**src/rtl/top_entity.sv**
```systemverilog
// top_entity: pitch/yaw gimbal bridge. An SPI mode-0 slave sets the PWM and H-bridge
// direction for two motor channels and reads back their quadrature encoder positions.
// TOP_ENTITY_STATUS_LEDS_EN: when defined, led1/led2 show the channel enables and
// led3 shows an active SPI transaction; otherwise the LEDs are tied low.
module top_entity #(
    parameter int unsigned CLK_FREQ  = 25000000,
    parameter int unsigned PWM_FREQ  = 20000,
    parameter int unsigned COUNTER_W = 12
) (
    input  logic clk,
    input  logic btn1,
    input  logic SPI_CLK,
    input  logic SPI_CS,
    input  logic SPI_PICO,
    output logic SPI_POCI,
    input  logic PITCH_ENC_A,
    input  logic PITCH_ENC_B,
    input  logic YAW_ENC_A,
    input  logic YAW_ENC_B,
    output logic PITCH_DIRA,
    output logic PITCH_DIRB,
    output logic PITCH_PWM_VAL,
    output logic YAW_DIRA,
    output logic YAW_DIRB,
    output logic YAW_PWM_VAL,
    output logic led1,
    output logic led2,
    output logic led3
);

    localparam int unsigned PERIOD = CLK_FREQ / PWM_FREQ;
    localparam int unsigned PER_W  = $clog2(PERIOD);
    localparam int unsigned PROD_W = COUNTER_W + PER_W;
    localparam int unsigned SYNC_W = 7;
    // Synchronizer order {sclk, cs, pico, pa, pb, ya, yb}; CS resets inactive (high)
    localparam logic [SYNC_W-1:0] SYNC_RST = 7'b010_0000;

    logic [SYNC_W-1:0] meta_q, sync_q;
    logic              sclk_s, cs_s, pico_s;
    logic              sclk_p_q, cs_p_q;
    logic              sclk_rise_c, sclk_fall_c, cs_fall_c;

    logic [2:0]  bit_cnt_q, bit_cnt_d;
    logic [3:0]  byte_cnt_q, byte_cnt_d;
    logic [6:0]  shift_q, shift_d;
    logic [7:0]  tx_q, tx_d;
    logic        load_q, load_d;
    logic [7:0]  cmd_q, cmd_d;
    logic [7:0]  lo_q, lo_d;
    logic [63:0] snap_q, snap_d;
    logic [3:0]  left_q, left_d;
    logic [15:0] pitch_word_q, pitch_word_d;
    logic [15:0] yaw_word_q, yaw_word_d;
    logic [7:0]  rx_byte_c;

    logic [PER_W-1:0] cnt_q, p_thr_q, y_thr_q;
    logic             p_pwm_q, y_pwm_q, p_dira_q, p_dirb_q, y_dira_q, y_dirb_q;

    logic [3:0]  enc_prev_q;
    logic [31:0] pitch_pos_q, yaw_pos_q;

    // Duty-to-threshold scaling: (duty * PERIOD) >> COUNTER_W
    function automatic logic [PER_W-1:0] thr_of(input logic [COUNTER_W-1:0] duty);
        logic [PROD_W-1:0] prod;
        prod = PROD_W'(duty) * PROD_W'(PERIOD);
        return PER_W'(prod >> COUNTER_W);
    endfunction

    // x4 quadrature step: 00->10->11->01->00 is +1, reverse is -1, anything else 0
    function automatic logic [31:0] enc_step(input logic [1:0] p, input logic [1:0] c);
        case ({p, c})
            4'b00_10, 4'b10_11, 4'b11_01, 4'b01_00: return 32'd1;
            4'b10_00, 4'b11_10, 4'b01_11, 4'b00_01: return 32'hFFFF_FFFF;
            default:                                return 32'd0;
        endcase
    endfunction

    // Two-flop synchronizers for all asynchronous inputs
    always_ff @(posedge clk) begin
        if (btn1) begin
            meta_q <= SYNC_RST;
            sync_q <= SYNC_RST;
        end else begin
            meta_q <= {SPI_CLK, SPI_CS, SPI_PICO, PITCH_ENC_A, PITCH_ENC_B, YAW_ENC_A, YAW_ENC_B};
            sync_q <= meta_q;
        end
    end

    assign sclk_s      = sync_q[6];
    assign cs_s        = sync_q[5];
    assign pico_s      = sync_q[4];
    assign sclk_rise_c = sclk_s & ~sclk_p_q;
    assign sclk_fall_c = ~sclk_s & sclk_p_q;
    assign cs_fall_c   = cs_p_q & ~cs_s;
    assign rx_byte_c   = {shift_q, pico_s};

    // SPI framing, command decode, word writes and read snapshot
    always_comb begin
        bit_cnt_d    = bit_cnt_q;
        byte_cnt_d   = byte_cnt_q;
        shift_d      = shift_q;
        tx_d         = tx_q;
        load_d       = load_q;
        cmd_d        = cmd_q;
        lo_d         = lo_q;
        snap_d       = snap_q;
        left_d       = left_q;
        pitch_word_d = pitch_word_q;
        yaw_word_d   = yaw_word_q;
        if (cs_s || cs_fall_c) begin
            bit_cnt_d  = 3'd0;
            byte_cnt_d = 4'd0;
            tx_d       = 8'h00;
            load_d     = 1'b0;
            left_d     = 4'd0;
        end else if (sclk_rise_c) begin
            shift_d   = rx_byte_c[6:0];
            bit_cnt_d = bit_cnt_q + 3'd1;
            if (bit_cnt_q == 3'd7) begin
                load_d = 1'b1;
                if (byte_cnt_q != 4'hF) byte_cnt_d = byte_cnt_q + 4'd1;
                case (byte_cnt_q)
                    4'd0: begin
                        cmd_d  = rx_byte_c;
                        left_d = 4'd0;
                        case (rx_byte_c)
                            8'h20: begin snap_d = {pitch_pos_q, 32'h0};                 left_d = 4'd4; end
                            8'h21: begin snap_d = {yaw_pos_q, 32'h0};                   left_d = 4'd4; end
                            8'h22: begin snap_d = {pitch_pos_q, yaw_pos_q};             left_d = 4'd8; end
                            8'h30: begin snap_d = {pitch_word_q, yaw_word_q, 32'h0};    left_d = 4'd4; end
                            default: ;
                        endcase
                    end
                    4'd1, 4'd3: lo_d = {rx_byte_c[7:2], 2'b00};
                    4'd2: begin
                        if (cmd_q == 8'h10 || cmd_q == 8'h12) pitch_word_d = {rx_byte_c, lo_q};
                        else if (cmd_q == 8'h11)              yaw_word_d   = {rx_byte_c, lo_q};
                    end
                    4'd4: if (cmd_q == 8'h12) yaw_word_d = {rx_byte_c, lo_q};
                    default: ;
                endcase
            end
        end else if (sclk_fall_c) begin
            if (load_q) begin
                load_d = 1'b0;
                if (left_q != 4'd0) begin
                    tx_d   = snap_q[63:56];
                    snap_d = {snap_q[55:0], 8'h00};
                    left_d = left_q - 4'd1;
                end else begin
                    tx_d = 8'h00;
                end
            end else begin
                tx_d = {tx_q[6:0], 1'b0};
            end
        end
    end

    // SPI state registers
    always_ff @(posedge clk) begin
        if (btn1) begin
            sclk_p_q     <= 1'b0;
            cs_p_q       <= 1'b1;
            bit_cnt_q    <= 3'd0;
            byte_cnt_q   <= 4'd0;
            shift_q      <= 7'd0;
            tx_q         <= 8'h00;
            load_q       <= 1'b0;
            cmd_q        <= 8'h00;
            lo_q         <= 8'h00;
            snap_q       <= 64'd0;
            left_q       <= 4'd0;
            pitch_word_q <= 16'h0000;
            yaw_word_q   <= 16'h0000;
        end else begin
            sclk_p_q     <= sclk_s;
            cs_p_q       <= cs_s;
            bit_cnt_q    <= bit_cnt_d;
            byte_cnt_q   <= byte_cnt_d;
            shift_q      <= shift_d;
            tx_q         <= tx_d;
            load_q       <= load_d;
            cmd_q        <= cmd_d;
            lo_q         <= lo_d;
            snap_q       <= snap_d;
            left_q       <= left_d;
            pitch_word_q <= pitch_word_d;
            yaw_word_q   <= yaw_word_d;
        end
    end

    // PWM counter; thresholds refresh only at the period boundary
    always_ff @(posedge clk) begin
        if (btn1) begin
            cnt_q    <= '0;
            p_thr_q  <= '0;
            y_thr_q  <= '0;
            p_pwm_q  <= 1'b0;
            y_pwm_q  <= 1'b0;
            p_dira_q <= 1'b0;
            p_dirb_q <= 1'b0;
            y_dira_q <= 1'b0;
            y_dirb_q <= 1'b0;
        end else begin
            if (cnt_q == PER_W'(PERIOD - 1)) begin
                cnt_q   <= '0;
                p_thr_q <= thr_of(pitch_word_q[2 +: COUNTER_W]);
                y_thr_q <= thr_of(yaw_word_q[2 +: COUNTER_W]);
            end else begin
                cnt_q <= cnt_q + PER_W'(1);
            end
            p_pwm_q  <= pitch_word_q[15] && (cnt_q < p_thr_q);
            y_pwm_q  <= yaw_word_q[15] && (cnt_q < y_thr_q);
            p_dira_q <= pitch_word_q[15] & ~pitch_word_q[14];
            p_dirb_q <= pitch_word_q[15] &  pitch_word_q[14];
            y_dira_q <= yaw_word_q[15] & ~yaw_word_q[14];
            y_dirb_q <= yaw_word_q[15] &  yaw_word_q[14];
        end
    end

    // Quadrature position counters on the synchronized AB pairs
    always_ff @(posedge clk) begin
        if (btn1) begin
            enc_prev_q  <= 4'd0;
            pitch_pos_q <= 32'd0;
            yaw_pos_q   <= 32'd0;
        end else begin
            enc_prev_q  <= sync_q[3:0];
            pitch_pos_q <= pitch_pos_q + enc_step(enc_prev_q[3:2], sync_q[3:2]);
            yaw_pos_q   <= yaw_pos_q + enc_step(enc_prev_q[1:0], sync_q[1:0]);
        end
    end

    assign SPI_POCI      = tx_q[7];
    assign PITCH_DIRA    = p_dira_q;
    assign PITCH_DIRB    = p_dirb_q;
    assign PITCH_PWM_VAL = p_pwm_q;
    assign YAW_DIRA      = y_dira_q;
    assign YAW_DIRB      = y_dirb_q;
    assign YAW_PWM_VAL   = y_pwm_q;

`ifdef TOP_ENTITY_STATUS_LEDS_EN
    logic led1_q, led2_q, led3_q;

    // Status LEDs: channel enables and transaction-active
    always_ff @(posedge clk) begin
        if (btn1) begin
            led1_q <= 1'b0;
            led2_q <= 1'b0;
            led3_q <= 1'b0;
        end else begin
            led1_q <= pitch_word_q[15];
            led2_q <= yaw_word_q[15];
            led3_q <= ~cs_s;
        end
    end

    assign led1 = led1_q;
    assign led2 = led2_q;
    assign led3 = led3_q;
`else
    assign led1 = 1'b0;
    assign led2 = 1'b0;
    assign led3 = 1'b0;
`endif

endmodule

```
**config.mk**
```make
export PLATFORM = sky130hd
export DESIGN_NAME = top_entity
export DESIGN_NICKNAME = d
export VERILOG_FILES = /design/src/rtl/top_entity.sv
export SDC_FILE = /design/constraint.sdc
export NUM_CORES = 1
export LEC_CHECK = 0
export ABC_AREA = 1
export CAP_MARGIN = 15
export CORE_UTILIZATION = 40
export CTS_BUF_LIST = sky130_fd_sc_hd__clkbuf_16
export CTS_CLUSTER_SIZE = 28
export DETAILED_ROUTE_END_ITERATION = 6
export HOLD_SLACK_MARGIN = 0.1
export PLACE_DENSITY_LB_ADDON = 0.12
export SLEW_MARGIN = 25
export SYNTH_ARGS = -nofsm -noshare
export SYNTH_HDL_FRONTEND = slang
export SYNTH_SLANG_ARGS = --single-unit
```
**constraint.sdc**
```tcl
create_clock -name clk -period 7.9 [get_ports clk]
set_input_delay 0.79 -clock clk [delete_from_list [all_inputs] [get_ports clk]]
set_output_delay 0.79 -clock clk [all_outputs]
set_load 0.02 [all_outputs]
```
* Yosys cells after proc, flatten, opt, wreduce, memory -nomap -nowiden
Memory sizes are Yosys's and may differ from the RTL's. A register that Yosys moved wholly into a read port is not among the register bits.
Cells that the tools add are included.
** Cells by class
- Magnitude comparators :: 2
- Bitwise logic cells :: 14
- Muxes and demuxes :: 27
- $mul :: 2
- Shifts and indexed selects :: 0
- Reduce and logical (&&, ||, !) cells :: 24
- Equal/unequal tests :: 20
- $add $sub $neg :: 6
- Divide/modulo/power cells :: 0
** Operators by type and width (number)
- $mux 64 :: 6
- $pmux 64 s4 :: 1
- $add 32x32->32 :: 2
- $mux 32 :: 2
- $mux 16 :: 3
- $mul 12x10->22 const B :: 2
- $eq 8x6->1 const B :: 4
- $mux 4 :: 8
- $pmux 16 s2 :: 1
- $eq 8x5->1 const B :: 3
- $lt 11x11->1 :: 2
- $mux 8 :: 2
- $reduce_and 7->1 :: 2
- $add 11x1->11 const B :: 1
- $eq 11x11->1 const B :: 1
- $reduce_and 5->1 :: 2
- $eq 4x2->1 const B :: 2
- $pmux 4 s2 :: 1
- $reduce_and 4->1 :: 2
- $reduce_bool 2->1 :: 4
- $and 1x1->1 :: 7
- $not 1->1 :: 7
- $ne 2x2->1 const B :: 3
- $reduce_and 2->1 :: 3
- 17 further kinds :: 24
** Storage, ports and cells
- Bits in read-only memories :: 1024
- Flip-flop bits (word level) :: 254
- Logic and storage cells :: 123
- Memory bits (writable) :: 0
- Memories :: 2
- Bits in latches :: 0
** Memories
- (no name shown) :: depth 16, width 32, rd ports 1, clocked after memory_dff 1, write ports 0, line 71 : case ({p, c})
- (no name shown) :: depth 16, width 32, rd ports 1, clocked after memory_dff 1, write ports 0, line 71

* Longest topological paths before layout
- Word-level depth :: 6
- Mapped depth :: 24

* Worst setup path before layout
Ideal clock, no wire load.
- Path type :: register to register
- Start :: register yaw_word_q[6]
- End :: register y_thr_q[2]
- Library setup time :: 115 ps
- Slack :: 3925 ps
- Data required time :: 7785 ps
- Arrival :: 3859 ps
- Period minus slack after synthesis :: 3975 ps
- Stages on the path, launching flop included :: 22
- Path through :: dfxtp_1 > inv_1 > fa_1 > inv_1 > ha_1 > inv_1 > fa_1 > inv_1 > ha_1 > inv_1 > fa_1 > inv_1 > ha_1 > nand2_1 > inv_1 > a21oi_1 > nand2_1 > nand2_1 > nand2_1 > xor2_1 > o21ai_0 > inv_1
** On the way
- Cells in the longest elaborated chain, start to end :: 1
** Ends and longest elaborated chain
- start: declaration :: line 53 : logic [15:0] yaw_word_q, yaw_word_d;
- start signal: assignment :: line 188 : yaw_word_q <= yaw_word_d;
- $mul 12x10->22 :: line 65 : prod = PROD_W'(duty) * PROD_W'(PERIOD);
- end signal: assignment :: line 208 : y_thr_q <= thr_of(yaw_word_q[2 +: COUNTER_W]);
- end: declaration :: line 56 : logic [PER_W-1:0] cnt_q, p_thr_q, y_thr_q;
Every way passes these cells.
A chain may end at the register's enable or synchronous reset.

* Worst setup path in the final report
- Start :: register pitch_word_q[8]
- End :: register p_thr_q[10]
** On the way
- Cells in the longest elaborated chain, start to end :: 1
** Ends and longest elaborated chain
- start: declaration :: line 52 : logic [15:0] pitch_word_q, pitch_word_d;
- start signal: assignment :: line 187 : pitch_word_q <= pitch_word_d;
- $mul 12x10->22 :: line 65
- end signal: assignment :: line 207 : p_thr_q <= thr_of(pitch_word_q[2 +: COUNTER_W]);
- end: declaration :: line 56
Every way passes these cells.

==> reports/metrics.cfg <==
[place]
place_area_sq_um = 19230
pre_cts_ws_ns = 3.508
place.gp.congestion = 0.8692
portBuffers = 15
hpwl_microns = 41350
dp_cells = 3294

[worst_setup_path]
arrival_ns = 4.89
crit_type = reg -> reg
cp-start-kind = flip-flop
crit_family = adder cells
cp_cell_sequence = inv_1, fa_1, inv_1, ha_1, inv_1, fa_1, inv_1, ha_1, fa_1, ha_1, nand2_1, inv_1, a21oi_1, nand2_1, nand2_1, nand2_1, nand2_1, a21oi_1, nor2_1, nor2_1
cp_slowest_stage_delay_ns = 0.53
critPathSlowestCell = fa_1
cp.required_ns = 8.36
critPathMaxFanout = 5
end_kind = flip-flop
critPathBufInv = 5

[global_route]
grt_max_degree = 158
overflow = 0
grt_use_total_pct = 22.67
grt_pass1_wl_microns = 86570
antenna_found_initial = 0
grt_pass1_vias = 16370

[clock_tree]
root_buffer = clkbuf_16
ctsHoldBuffers = 0
clk_latency_ns = 0.58
post_cts_buffers = 0
cts_made_buffers = 31
clock_sinks = 256
clk_pin_slew_ns = 0.07
cts_buffer_depth = 3
cts_htree_levels = 1
cts_tree = yes
ctsResizeCount = 0

[die]
num_rows = 78
die_area_sq_um = 47410
coreArea_sq_um = 45670
initial_utilization_pct = 40.76
die_x_microns = 217.7
ios = 19
fp.dieH_microns = 217.7

[finish]
final_core_util_pct = 44.37
final_area_sq_um = 20260
drive_gt1_share_pct = 4.582
syn_to_final_growth_pct = 8.837
final_common_cell = nand2_1
final_nets = 2995
layout_common_cells = nand2_1, inv_1, nor2_1
antenna_cells = 0
final_cells = 3350

[sta]
timing.final.crit_period_ns = 4.424
setup_viol = 0
finalMaxSlewViolations = 0
finClkSkew_ns = 0.01591
timing.slew.headroom_pct = 35.18
tightestPinTransition_ns = 0.9696
tns_ns = 0
setup_slack_ns = 3.476
hold_viol_final = 0
max_freq_mhz = 226.0
rsz0062_at_grt = false
fin_crit_sh_pct = 56.00

[hold_path]
hold_path_class = reg -> reg

[synth]
yosysUniqueCellTypes = 49
syn_inst = 2743
avgSynthCellArea_sq_um = 6.787
synthArstFlopShare_pct = 0
synth-edff-count = 0
synth_seq_cells = 256
synthFlopType = dfxtp_1
ys_warn_count = 0
netlist_area_sq_um = 18620
seq_area_frac_synth_pct = 27.53

[detailed_routing]
wl_met1_microns = 25800
wl_per_cell_microns = 16.06
top_layer = met4
dr.pass1.iters = 5
finalWirelength_microns = 53790
drt_iter0_markers = 1455
num_vias = 17120
avgViaCountPerCell = 5.111
wl_met2_microns = 25060
drc = 0
dr_wl_met3_microns = 1878
detail-route-antenna-nets = 0

[pwr]
peakVddDrop_mv = 0.1841
p_leak_nw = 9.742
power-per-cell-area_nw_per_um2 = 166.1

[job]
maxCapViolCount = 0

[status]
status = complete, no violations

## metal layers
metal / vias to the layer above / track usage (%)
met4: 0 / 4.988
li1: 8809 / -
met3: 62 / 2.176
met1: 7928 / 30.76
met2: 322 / 38.70
met5: - / 0
## synth_stat cells, drive strengths merged (5+ instances only)
| master | n | share of area (%) |
|---|---|---|
| ha | 213 | 14 |
| inv | 442 | 8.9 |
| o211ai | 5 | 0.20 |
| o21ai | 216 | 5.8 |
| fa | 46 | 4.9 |
| clkbuf | 38 | 0.77 |
| a31oi | 7 | 0.24 |
| nor2 | 334 | 6.8 |
| nand2 | 589 | 12 |
| a21oi | 282 | 8.4 |
| or2 | 7 | 0.24 |
| a21o | 7 | 0.28 |
| nor3b | 8 | 0.32 |
| buf | 35 | 1.2 |
| nand4 | 14 | 0.47 |
| nor4 | 5 | 0.17 |
| o22ai | 25 | 0.84 |
| o21a | 12 | 0.48 |
| nand3 | 104 | 2.8 |
| nor3 | 50 | 1.5 |
| xor2 | 10 | 0.47 |
| and3 | 6 | 0.20 |
| dfxtp | 256 | 28 |
| o21bai | 11 | 0.44 |
## final cells by class
class / count / area [sq um]
clock inverters: 25 / 256.5
repair buffers: 22 / 210.2
multi-input cells: 1971 / 11470
inverters: 445 / 1674
flip-flops and latches: 256 / 5125
fillers: 4780 / 25410
well taps: 600 / 750.7
clock buffers: 31 / 775.7
## where the power goes
group	total (mW)	internal, mW	switching [mW]
clock	1.48	0.873	0.607
combinational	0.484	0.155	0.329
sequential	1.40	1.35	0.0512
total	3.37	2.38	0.987
## worst min-delay path, delay by kind of cell, from the launching register on
family	cells	cell delay [ns]
flops	1	0.29
buf+inv	1	0.04
simple gates	1	0.03
## metrics by stage
step / power [mW] / hold slack (ns)
after floorplan: 1.758 / 0.3883
after detailed placement: 1.910 / 0.3975
after global routing: 3.524 / 0.4232
after global placement: 1.905 / 0.3987
final: 3.366 / 0.4019
after CTS: 3.397 / 0.4072
## cell families (layout without fill, tap and decap cells)
group	count (synthesis)	after routing	synth area share, %
adder cells (fa/ha/maj)	259	259	19.26
AND/OR/NAND/NOR	1122	1122	24.54
buffers and inverters	518	523	10.91
flip-flops	256	256	27.53
other	1	3	0.02014
AO/OA/AOI/OAI	574	574	17.13
XOR/XNOR	13	13	0.6116
## path summary, 6_finish.rpt
check,start,cells past startpoint,end,slack (ns)
worst max-delay path,pitch_word_q[8]$_SDFFE_PP0P_,20,p_thr_q[10]$_SDFFE_PP0P_,3.48
worst min-delay path,meta_q[6]$_SDFF_PP0_,2,sync_q[6]$_SDFF_PP0_,0.40
worst max register to register,pitch_word_q[8]$_SDFFE_PP0P_,20,p_thr_q[10]$_SDFFE_PP0P_,3.48
worst min register to register,meta_q[6]$_SDFF_PP0_,2,sync_q[6]$_SDFF_PP0_,0.40
## sequential cells by signal, indices dropped and copies added (netlist names), 3 cells and up, named ones only
register      count
snap_q           64
pitch_pos_q      32
yaw_pos_q        32
pitch_word_q     14
yaw_word_q       14
cnt_q            11
p_thr_q          11
y_thr_q          11
cmd_q             8
tx_q              8
meta_q            7
shift_q           7
sync_q            7
lo_q              6
byte_cnt_q        4
left_q            4
bit_cnt_q         3
(Power assumes the default switching activity.)
